## config.mk

```make
export PLATFORM = sky130hd
export DESIGN_NAME = param_ram
export DESIGN_NICKNAME = d
export VERILOG_FILES = /design/src/rtl/param_ram.sv
export SDC_FILE = /design/constraint.sdc
export NUM_CORES = 2
export LEC_CHECK = 0
export BUFFER_PORTS_ARGS = -buffer_cell sky130_fd_sc_hd__buf_2
export CAP_MARGIN = 20
export CORE_MARGIN = 1
export CORE_UTILIZATION = 50
export CTS_CLUSTER_DIAMETER = 50
export DETAILED_ROUTE_END_ITERATION = 7
export GPL_ROUTABILITY_DRIVEN = 0
export PLACE_DENSITY = 0.76
export SLEW_MARGIN = 0
export SYNTH_ARGS = -nofsm -noshare
export SYNTH_HDL_FRONTEND = slang
export SYNTH_SLANG_ARGS = --single-unit
```

## constraint.sdc

```tcl
create_clock -name clk -period 4.3 [get_ports clk]
set_input_delay 0.86 -clock clk [delete_from_list [all_inputs] [get_ports clk]]
set_output_delay 0.86 -clock clk [all_outputs]
set_load 0.005 [all_outputs]
```

## src/rtl/param_ram.sv

```systemverilog
// Single-port RAM with byte write enables, read-first access semantics,
// an optional output register, and a hardware clear engine that zeroes the array.
module param_ram #(
   parameter int unsigned DATA_W  = 32,
   parameter int unsigned ADDR_W  = 7,
   parameter int unsigned OUT_REG = 0
) (
   input  logic                clk,
   input  logic                rst,
   input  logic                en,
   input  logic                we,
   input  logic [DATA_W/8-1:0] be,
   input  logic [ADDR_W-1:0]   addr,
   input  logic [DATA_W-1:0]   din,
   input  logic                clr_start,
   output logic [DATA_W-1:0]   dout,
   output logic                dout_valid,
   output logic                busy
);

   localparam int unsigned NB    = DATA_W / 8;
   localparam int unsigned DEPTH = 2 ** ADDR_W;

   typedef enum logic {IDLE, CLEAR} state_t;

   state_t              state, state_n;
   logic [ADDR_W-1:0]   cnt, cnt_n;
   logic                clr_we;
   logic                accept;
   logic [DATA_W-1:0]   mem [DEPTH];
   logic [DATA_W-1:0]   d1;
   logic                v1;

   // rst forces busy immediately so no access slips in during the reset cycle itself
   assign busy   = rst | (state == CLEAR);
   assign accept = en & ~busy;
   assign clr_we = (state == CLEAR) & ~rst;

   always_ff @(posedge clk) begin
      if (rst) begin
         state <= CLEAR;
         cnt   <= '0;
      end else begin
         state <= state_n;
         cnt   <= cnt_n;
      end
   end

   always_comb begin
      state_n = state;
      cnt_n   = cnt;
      case (state)
         IDLE: begin
            if (clr_start) begin
               state_n = CLEAR;
               cnt_n   = '0;
            end
         end
         CLEAR: begin
            cnt_n = cnt + 1'b1;
            if (cnt == '1) state_n = IDLE;
         end
         default: state_n = IDLE;
      endcase
   end

   always_ff @(posedge clk) begin
      if (clr_we) begin
         mem[cnt] <= '0;
      end else if (accept && we) begin
         for (int unsigned k = 0; k < NB; k++) begin
            if (be[k]) mem[addr][8*k +: 8] <= din[8*k +: 8];
         end
      end
   end

   // Read-first: the nonblocking read captures the pre-write word
   always_ff @(posedge clk) begin
      if (rst) begin
         d1 <= '0;
         v1 <= 1'b0;
      end else begin
         v1 <= accept;
         if (accept) d1 <= mem[addr];
      end
   end

   generate
      if (OUT_REG != 0) begin : g_oreg
         logic [DATA_W-1:0] d2;
         logic              v2;
         always_ff @(posedge clk) begin
            if (rst) begin
               d2 <= '0;
               v2 <= 1'b0;
            end else begin
               v2 <= v1;
               if (v1) d2 <= d1;
            end
         end
         assign dout       = d2;
         assign dout_valid = v2;
      end else begin : g_noreg
         assign dout       = d1;
         assign dout_valid = v1;
      end
   endgenerate

endmodule
```

==> results.sh <==
export IMPL_outcome="finished with violations"
export IMPL_failed_checks="antenna violations, design-rule violations"
export IMPL_critPathSlowestCell="nor4_1"
export IMPL_ctsHoldBuffers=0
export IMPL_ctsLongestPathBuffers=4
export IMPL_tightest_slew_ns=1.13
export IMPL_dp_cells=12316
export IMPL_power_density_nw_per_um2=450
export IMPL_synth_ff_type="edfxtp_1"
export IMPL_fin_total_pwr_mw=82.8
export IMPL_max_freq_mhz=273
export IMPL_initial_utilization_pct=50.3
export IMPL_grt_ovfl_total=0
export IMPL_die_x_um=568
export IMPL_syn_inst=7847
export IMPL_yosysMostFrequentCell="edfxtp_1"
export IMPL_dieArea_um2=323000
export IMPL_endpoint_kind="register"
export IMPL_synthTopCellsByArea="edfxtp_1 77%, mux4_2 12%, mux2i_1 2.6%"
export IMPL_period_needed_ns=3.67
export IMPL_crit_top_cell="buf_4"
export IMPL_drv_slew=0
export IMPL_cts_tree="yes"
export IMPL_setup_viol=0
export IMPL_drive_above_1_share_pct=26.6
export IMPL_clk_pin_slew_ns=0.07
export IMPL_maxCapViolations=0
export IMPL_cts_sinks=4137
export IMPL_criticalPathCategory="primary input to register"
export IMPL_wl_met1_um=147000
export IMPL_ir_worst_vdd_v=0.000421
export IMPL_critPathRequiredTime_ns=4.83
export IMPL_dr_pass1_iters=8
export IMPL_reg2reg_slack_ns=0.86
export IMPL_synth_edf_count=4096
export IMPL_htreeDepth=5
export IMPL_clock_latency_ns=0.92
export IMPL_rows=207
export IMPL_start_kind="primary input"
export IMPL_nFillCells=21882
export IMPL_wl_per_cell_um=32.3
export IMPL_grt_pass1_vias=85752
export IMPL_grt_pass1_wl_um=605000
export IMPL_async_reset_ff_share_pct=0
export IMPL_cts_resized=0
export IMPL_synth_largest_area_cell="edfxtp_1"
export IMPL_ys_ff_latch=4137
export IMPL_cp_arrival_ns=4.20
export IMPL_p_leak_nw=59.3
export IMPL_worst_clock_skew_ns=0.0530
export IMPL_crit_chain="buf_2 > nor4_1 > nor4_4 > buf_4 > o21ai_0 > nand2_1 > buf_4 > nor2_1"
export IMPL_cts_root_buf="clkbuf_16"
export IMPL_cts_setup_buffers=0
export IMPL_synth_nets=7896
export IMPL_hold_path_class="primary input to register"
export IMPL_syn_avg_cell_area_um2=20.4
export IMPL_fin_crit_sh_pct=85.3
export IMPL_routed_wl_met2_um=201000
export IMPL_setup_slack_ns=0.632
export IMPL_ant_nets=1
export IMPL_area_growth_pct=14.7
export IMPL_grt_start_max_net_pins=100
export IMPL_wl_met3_um=49200
export IMPL_pin_count=82
export IMPL_antenna_found_initial=20
export IMPL_instances_no_fill=13069
export IMPL_wl_um=422000
export IMPL_portBuffers=81
export IMPL_vias=85094
export IMPL_synth_top_area_share_pct=76.7
export IMPL_yosysWarnings=0
export IMPL_hold_viol_final=0
export IMPL_ys_top_cells_by_count="4096 x edfxtp_1, 834 x mux4_2, 577 x nor2_1, 419 x mux2i_1, 234 x clkbuf_1"
export IMPL_vias_per_cell=6.51
export IMPL_drtIter0Drc=12090
export IMPL_layout_nets=8590
export IMPL_dpl_instance_area_um2=170000
export IMPL_synthDistinctLibCells=60
export IMPL_top_layer="met5"
export IMPL_drc_errors=6
export IMPL_core_um2=319000
export IMPL_max_slew_margin_pct=24.8
export IMPL_dpl_hpwl_um=267000
export IMPL_place_ws_ns=-0.143
export IMPL_crit_path_max_incr_delay_ns=0.88
export IMPL_cp_max_fo=33
export IMPL_netlist_area_um2=160000
export IMPL_grt_use_total_pct=25.9
export IMPL_cts_made_buffers=402
export IMPL_chipHeight_um=568
export IMPL_design_area_um2=184000
export IMPL_rsz0062_at_grt="false"
export IMPL_ys_seq_area_share_pct=77.2
metal layers:
metal  vias up  GRT usage [%]
li1      33918              -
met1     43795           34.0
met2      6183           41.4
met3      1194           5.46
met4         4           12.7
met5         -              0
cell families after synthesis:
logic type	Yosys count	synth area share (%)
simple gates	1034	2.84
fa+ha+maj	1	0.00780
mux	1310	14.7
flops	4137	77.2
compound gates	855	3.53
buf+inv	510	1.66
critical path: cells and delay by family:
kind | cells | cell delay [ns]
AND/OR/NAND/NOR | 4 | 2.03
buffers and inverters | 3 | 0.76
AO/OA/AOI/OAI | 1 | 0.49
per-stage QoR:
step           TNS (ns)  hold slack [ns]  utilization [%]
5_1_grt               0            0.388             57.7
3_5_place_dp     -13.03            0.446             53.5
4_1_cts               0            0.328             57.7
6_report              0            0.405             57.7
3_3_place_gp     -12.77            0.437             53.5
2_1_floorplan         0            0.452                -
cell usage in the layout (no fill, tap or decap), drive strengths merged, types with 137 or more instances in the layout:
cell	netlist	routed
buf	270	794
nor2	577	577
mux2i	419	419
nand2	137	137
o22ai	201	201
clkbuf	234	491
edfxtp	4096	4096
clkinv	1	162
o21ai	137	137
mux4	834	834
flip-flops by register name, indices dropped and copies added, names as in the netlist:
register	cells
dout_valid	1
cnt	7
state	1
dout	32
mem	4096
worst paths after layout:
check | endpoint | start | cells after the start
max | mem[72][12]$_DFFE_PP_ | be[0] | 8
min | cnt[1]$_SDFFE_PP0P_ | clr_start | 4
max reg2reg | mem[72][12]$_DFFE_PP_ | state$_SDFF_PP1_ | 7
min reg2reg | dout[0]$_SDFFE_PP0N_ | dout[0]$_SDFFE_PP0N_ | 2
layout make-up:
class / count / area, µm² / area share (%)
clock buffers: 491 / 10700 / 5.80
inverters: 6 / 22.5 / 0.0122
flip-flops and latches: 4137 / 124000 / 67.3
clock inverters: 248 / 2790 / 1.52
well taps: 4180 / 5230 / 2.84
repair buffers: 794 / 7130 / 3.88
multi-input cells: 3200 / 34200 / 18.6
diodes: 13 / 32.5 / 0.0177
power breakdown:
group	switching, mW	internal, mW
Combinational	1.91	1.20
Sequential	0.0248	43.7
Clock	15.1	20.9
Total	17.1	65.8
No activity file was read; power rests on OpenSTA's default activity.
